==> src/rtl/veririsc_pkg.sv <==
// Shared VeriRISC definitions: opcode and phase encodings.
// Used by the controller, mux, ALU, register and memory blocks.
package veririsc_pkg;
    localparam logic [2:0] HLT = 3'd0;
    localparam logic [2:0] SKZ = 3'd1;
    localparam logic [2:0] ADD = 3'd2;
    localparam logic [2:0] AND = 3'd3;
    localparam logic [2:0] XOR = 3'd4;
    localparam logic [2:0] LDA = 3'd5;
    localparam logic [2:0] STO = 3'd6;
    localparam logic [2:0] JMP = 3'd7;

    localparam logic [2:0] INST_ADDR  = 3'd0;
    localparam logic [2:0] INST_FETCH = 3'd1;
    localparam logic [2:0] INST_LOAD  = 3'd2;
    localparam logic [2:0] IDLE       = 3'd3;
    localparam logic [2:0] OP_ADDR    = 3'd4;
    localparam logic [2:0] OP_FETCH   = 3'd5;
    localparam logic [2:0] ALU_OP     = 3'd6;
    localparam logic [2:0] STORE      = 3'd7;
endpackage

==> src/rtl/controller_counter.sv <==
// 3-bit wrapping phase counter with async reset and count enable.
module counter (
    input  logic       clk,
    input  logic       rst,
    input  logic       en,
    output logic [2:0] cnt
);
    logic [2:0] cnt_q;
    logic [2:0] cnt_d;

    always_comb begin
        cnt_d = cnt_q;
        if (en) cnt_d = cnt_q + 3'd1;
    end

    always_ff @(posedge clk or posedge rst) begin
        if (rst) cnt_q <= 3'd0;
        else     cnt_q <= cnt_d;
    end

    assign cnt = cnt_q;
endmodule

==> src/rtl/controller.sv <==
// VeriRISC eight-phase sequencer: phase counter plus strobe decode.
module controller
    import veririsc_pkg::*;
#(
    parameter bit HALT_STICKY = 1'b1
) (
    input  logic       clk,
    input  logic       rst,
    input  logic [2:0] opcode,
    input  logic       zero,
    output logic       sel,
    output logic       rd,
    output logic       ld_ir,
    output logic       inc_pc,
    output logic       halt,
    output logic       ld_pc,
    output logic       data_e,
    output logic       ld_ac,
    output logic       wr,
    output logic [2:0] phase
);
    logic [2:0] phase_q;
    logic       halted_q;
    logic       halted_d;
    logic       aluop;

    // The set term also gates the counter so the phase freezes at OP_ADDR.
    always_comb begin
        halted_d = halted_q;
        if (HALT_STICKY && phase_q == OP_ADDR && opcode == HLT)
            halted_d = 1'b1;
    end

    always_ff @(posedge clk or posedge rst) begin
        if (rst) halted_q <= 1'b0;
        else     halted_q <= halted_d;
    end

    counter u_counter (
        .clk (clk),
        .rst (rst),
        .en  (~halted_d),
        .cnt (phase_q)
    );

    assign aluop = (opcode == ADD) || (opcode == AND) ||
                   (opcode == XOR) || (opcode == LDA);

    always_comb begin
        sel    = 1'b0;
        rd     = 1'b0;
        ld_ir  = 1'b0;
        inc_pc = 1'b0;
        halt   = 1'b0;
        ld_pc  = 1'b0;
        data_e = 1'b0;
        ld_ac  = 1'b0;
        wr     = 1'b0;
        if (halted_q) begin
            halt = 1'b1;
        end else begin
            unique case (phase_q)
                INST_ADDR: begin
                    sel = 1'b1;
                end
                INST_FETCH: begin
                    sel = 1'b1;
                    rd  = 1'b1;
                end
                INST_LOAD, IDLE: begin
                    sel   = 1'b1;
                    rd    = 1'b1;
                    ld_ir = 1'b1;
                end
                OP_ADDR: begin
                    inc_pc = 1'b1;
                    halt   = (opcode == HLT);
                end
                OP_FETCH: begin
                    rd = aluop;
                end
                ALU_OP: begin
                    rd     = aluop;
                    inc_pc = (opcode == SKZ) && zero;
                    ld_pc  = (opcode == JMP);
                    data_e = (opcode == STO);
                end
                STORE: begin
                    rd     = aluop;
                    ld_ac  = aluop;
                    inc_pc = (opcode == JMP);
                    ld_pc  = (opcode == JMP);
                    wr     = (opcode == STO);
                    data_e = (opcode == STO);
                end
                default: ;
            endcase
        end
    end

    assign phase = phase_q;
endmodule

==> config.mk <==
export PLATFORM = sky130hd
export DESIGN_NAME = controller
export DESIGN_NICKNAME = d
export VERILOG_FILES = /design/src/rtl/veririsc_pkg.sv /design/src/rtl/controller_counter.sv /design/src/rtl/controller.sv
export SDC_FILE = /design/constraint.sdc
export NUM_CORES = 1
export LEC_CHECK = 0
export ABC_CLOCK_PERIOD_IN_PS = 2990
export BUFFER_PORTS_ARGS = -buffer_cell sky130_fd_sc_hd__buf_2
export CORE_AREA = 2 2 39 41
export CTS_CLUSTER_DIAMETER = 80
export DETAILED_ROUTE_END_ITERATION = 10
export DIE_AREA = 0 0 41 43
export PLACE_DENSITY = 0.56
export SLEW_MARGIN = 20
export SYNTH_ARGS = -nofsm -noshare
export SYNTH_HDL_FRONTEND = slang
export SYNTH_SLANG_ARGS = --single-unit
==> constraint.sdc <==
create_clock -name clk -period 2.99 [get_ports clk]
set_input_delay 0.299 -clock clk [delete_from_list [all_inputs] [get_ports clk]]
set_output_delay 0.299 -clock clk [all_outputs]
set_load 0.005 [all_outputs]
# Word level (Yosys, flattened, before mapping)
# Cells that the tools add are included.
# Widths: inputs -> output; s select.
word_totals:
  out_inout_bits: 12
  wordCells: 48
  input_bits: 6
  register_bits: 4
op_classes:
  add_sub_neg: 1
  mux: 19
  n_eq_ne: 14
  reduce_logical: 12
ops:
  columns: ["op", "count"]
  rows:
  - ["$eq 3x3->1 const B", 8]
  - ["$mux 1", 17]
  - ["$eq 3x2->1 const B", 4]
  - ["$eq 3x1->1 const B", 2]
  - ["$logic_not 3->1", 2]
  - ["$reduce_or 3->1", 2]
  - ["$reduce_or 2->1", 2]
  - ["$reduce_or 4->1", 1]
  - ["$add 3x1->3 const B", 1]
  - ["$logic_or 1x1->1", 3]
  - ["$pmux 1 s3", 1]
  - ["$logic_and 1x1->1", 2]
  - ["$pmux 1 s2", 1]

# Depth between registers and ports, before layout
logic_depth:
  depth_word: 6
  mapped_depth: 5
  depth_no_buf: 5

# Modules after synthesis
# A second synthesis with hierarchy kept.
hier_totals:
  hier_cells: 35
  area_unflattened_um2: 289.0
modules_own_cells:
  columns: ["module", "n_inst", "area_each_um2", "cells_per_inst"]
  rows:
  - ["controller", 1, 161.4, 26]
  - ["counter", 1, 127.6, 9]

# Worst setup path before layout
# OpenSTA, ideal clock, no wires.
synth_path:
  path_kind: "flip-flop to output port"
  from: "register u_counter.cnt_q[0] (netlist: u_counter.cnt[0])"
  to: "output port inc_pc"
  arrival_ns: 1.370
  path_slack_ns: 1.321
  t_required_ns: 2.691
  stages_incl_launch_ff: 6
  n_path_buf: 0
  path_cell_list: "dfrtp_1 inv_1 ha_1 nand3_1 or4_1 a31oi_1"
synth_via:
  elab_chain_cells: 3
  word_cells_on_any_way: 5
synth_rtl:
  columns: ["element", "line", "rtl"]
  rows:
  - ["start, declared", "controller_counter.sv:8", "logic [2:0] cnt_q;"]
  - ["start signal, assigned", "controller_counter.sv:18", "else cnt_q <= cnt_d;"]
  - ["$eq 3x3->1", "controller.sv:62", "unique case (phase_q)"]
  - ["$pmux 1 s3 *", "controller.sv:62", null]
  - ["$mux 1 *", "controller.sv:59", "if (halted_q) begin"]
  - ["end, declared", "controller.sv:14", "output logic inc_pc,"]
# Every way passes the cells marked *; elsewhere a longest branch is shown, timed or not.

# Final worst setup path
# Ends and elaborated chain as after synthesis.

==> summary.md <==
| Metric | Value |
|---|---|
| Synth top cells by count | ha_1, a21oi_1, inv_1, dfrtp_1 |
| Placer Congestion | 0.637 |
| Required time worst endpoint | 2.69 ns |
| Area fraction of the dominant cell type after synthesis | 25.6% |
| Final setup viols | 0 |
| Reg clk slew, reported paths | 0.04 ns |
| Async SR Flop Fraction | 100% |
| Synth Instances | 45 |
| Yosys cell types | 22 |
| GRT overflow | 0 |
| H-tree Lvls | 1 |
| Final Cell Area | 524 um2 |
| WL/cell | 9.65 um |
| Clk sink count | 4 |
| Chip height | 43 um |
| Vias in the first global route | 336 |
| Crit Path Class | reg2out |
| Commonest register cell after synthesis | dfrtp_1 |
| Most frequent cell after synthesis | ha_1 |
| Critical path capture point type | output pin |
| Area Overhead vs Synth | 34.3% |
| Design Power | 0.491 mW |
| Unrepaired setup endpoints after global routing | false |
| Die width | 41 um |
| DRT iter0 DRCs | 8 |
| Main combinational cell family by area after synthesis | adder cells |
| CTS max path bufs | 2 |
| Hold crit path type | in2async |
| Largest net degree at the start of global routing | 10 |
| DP Area | 492 um2 |
| Ys Warns | 0 |
| Worst EP arrival | 1.75 ns |
| Proportion of layout cells with a drive suffix above 1 | 36.9% |
| Final Cycle Share | 68.6% |
| Slew margin rel. | 74.0% |
| Status | completed |
| P_leak | 0.267 nW |
| Avg Inst Size Synth | 8.67 um2 |
| Post-synthesis xor/xnor area fraction | 4.49% |
| Syn Nets | 58 |
| Overall routing resource usage | 11.4% |
| Post-route DRC | 0 |
| Worst Setup Start Kind | flop |
| Initial antenna violation count | 0 |
| Nets@finish | 80 |
| Mapped cell area | 390 um2 |
| Compound-Gate Fraction of Synth Area | 14.7% |
| Setup TNS | 0 ns |
| Final Hold Vio Count | 0 |
| Synth Area in Simple Gates | 20.2% |
| Max Cap Violations | 0 |
| Worst-path fanout max | 4 |
| Seq cells post-synth | 4 |
| Top cells by area, synth | dfrtp_1, ha_1, a21oi_1 |
| Pre-antenna DRT Iters | 4 |
| Vias/cell | 4.78 |
| Post-synthesis sequential area ratio | 25.6% |
| Clk_skew | 0.00206 ns |
| PD cells | 936 nW/um2 |
| Core ar. | 1380 um2 |
| FMAX | 488 MHz |
| Least-Margin Pin Slew | 0.385 ns |
| DP HPWL | 645 um |
| Vias | 387 |
| Port-buffer cells | 17 |
| Routed Wire Length | 782 um |
| Multiplexer share of the synthesized area | 5.77% |
| Ports | 18 |
| Worst skew pair latency | 0.23 ns |
| Clock root cell | clkbuf_4 |
| Number of synthesized flops with an enable pin | 0 |
| Post-synthesis adder-cell area fraction | 22.4% |
| Antenna diodes | 0 |
| Worst VDD drop | 0.000422 V |
| Initial Utilization | 28.2% |
| Rows | 14 |
| First-pass GRT wire length | 1.35 mm |
| Post-synth top area cell | dfrtp_1 |
| CTS tree | built |
| Die area | 1760 um2 |
| Tmin final | 2.05 ns |
| Pins Over Slew Limit | 0 |
| CTS buffer count | 3 |
| Final ANT Viol Nets | 0 |
[routing by layer]
| layer | up-vias | global-route usage, % | share of wire (%) |
|---|---|---|---|
| li1 | 201 | - | - |
| met1 | 176 | 14.4 | 45 |
| met2 | 10 | 15.9 | 50 |
| met3 | 0 | 3.14 | 5.8 |
| met4 | 0 | 8.00 | 0 |
| met5 | - | 0 | 0 |
[worst max-delay path, cell delays in order (launching register included)]
cell,delay (ns)
dfrtp_1,0.40
inv_1,0.14
ha_1,0.23
nand3_1,0.07
or4_1,0.39
a31oi_1,0.16
buf_2,0.13
[through the flow]
stage | utilization [%] | hold slack (ns) | std cells | worst slack [ns]
3_5_place_dp | 35.5 | 0.187 | 77 | 1.17
2_1_floorplan | - | 0.0651 | 45 | 1.32
4_1_cts | 37.9 | 0.484 | 81 | 0.917
3_3_place_gp | 35.5 | 0.183 | 77 | 1.21
6_report | 37.9 | 0.493 | 81 | 0.939
5_1_grt | 37.9 | 0.494 | 81 | 0.774
[layout by cell type, fill, tap and decap left out, drive strengths merged, types with 2 or more instances in the layout]
master,count
buf,17
ha,7
inv,6
a21oi,5
dfrtp,4
clkbuf,3
nor2,2
nand2,2
mux2,2
xnor2,2
nor3b,2
nor3,2
[worst paths after layout]
| check | start | end | slack (ns) | cells after the start |
|---|---|---|---|---|
| max | u_counter.cnt[0] | inc_pc | 0.94 | 6 |
| min | rst | halted_q | 0.49 | 3 |
| max reg2reg | u_counter.cnt[0] | u_counter.cnt[1] | 1.40 | 4 |
| min reg2reg | u_counter.cnt[1] | u_counter.cnt[1] | 0.60 | 1 |
| max in group asynchronous | rst | u_counter.cnt[1] | 2.35 | 3 |
| min in group clk | opcode[0] | u_counter.cnt[2] | 0.57 | 3 |
[cell families (layout without fill, tap and decap cells)]
kind of cell | count (synthesis) | after routing
AND/OR/NAND/NOR | 14 | 14
AO/OA/AOI/OAI | 9 | 9
adder cells (fa/ha/maj) | 7 | 7
buffers and inverters | 7 | 27
flip-flops | 4 | 4
XOR/XNOR | 2 | 2
multiplexers | 2 | 2
[power breakdown]
part	leakage (nW)	internal, mW	switching (mW)
clock network	0.0138	0.0447	0.0196
logic	0.207	0.152	0.145
registers	0.0459	0.0843	0.0452
[sequential cells by signal, summed over array words and instances (netlist names)]
register	count
u_counter.cnt	3
halted_q	1
[final cells by class]
type | count | area, um2
multi-input combinational | 34 | 264
fill | 147 | 860
sequential | 4 | 100
clock buffer | 3 | 22.5
inverter | 6 | 22.5
tap | 16 | 20.0
timing repair buffer | 18 | 95.1
[timing repair]
action / in CTS / in global routing
hold endpoints to repair: 4 / 0
gates resized for setup: 0 / 0
hold buffers: 1 / 0
buffers inserted: 0 / 0
(Power assumes the default switching activity.)
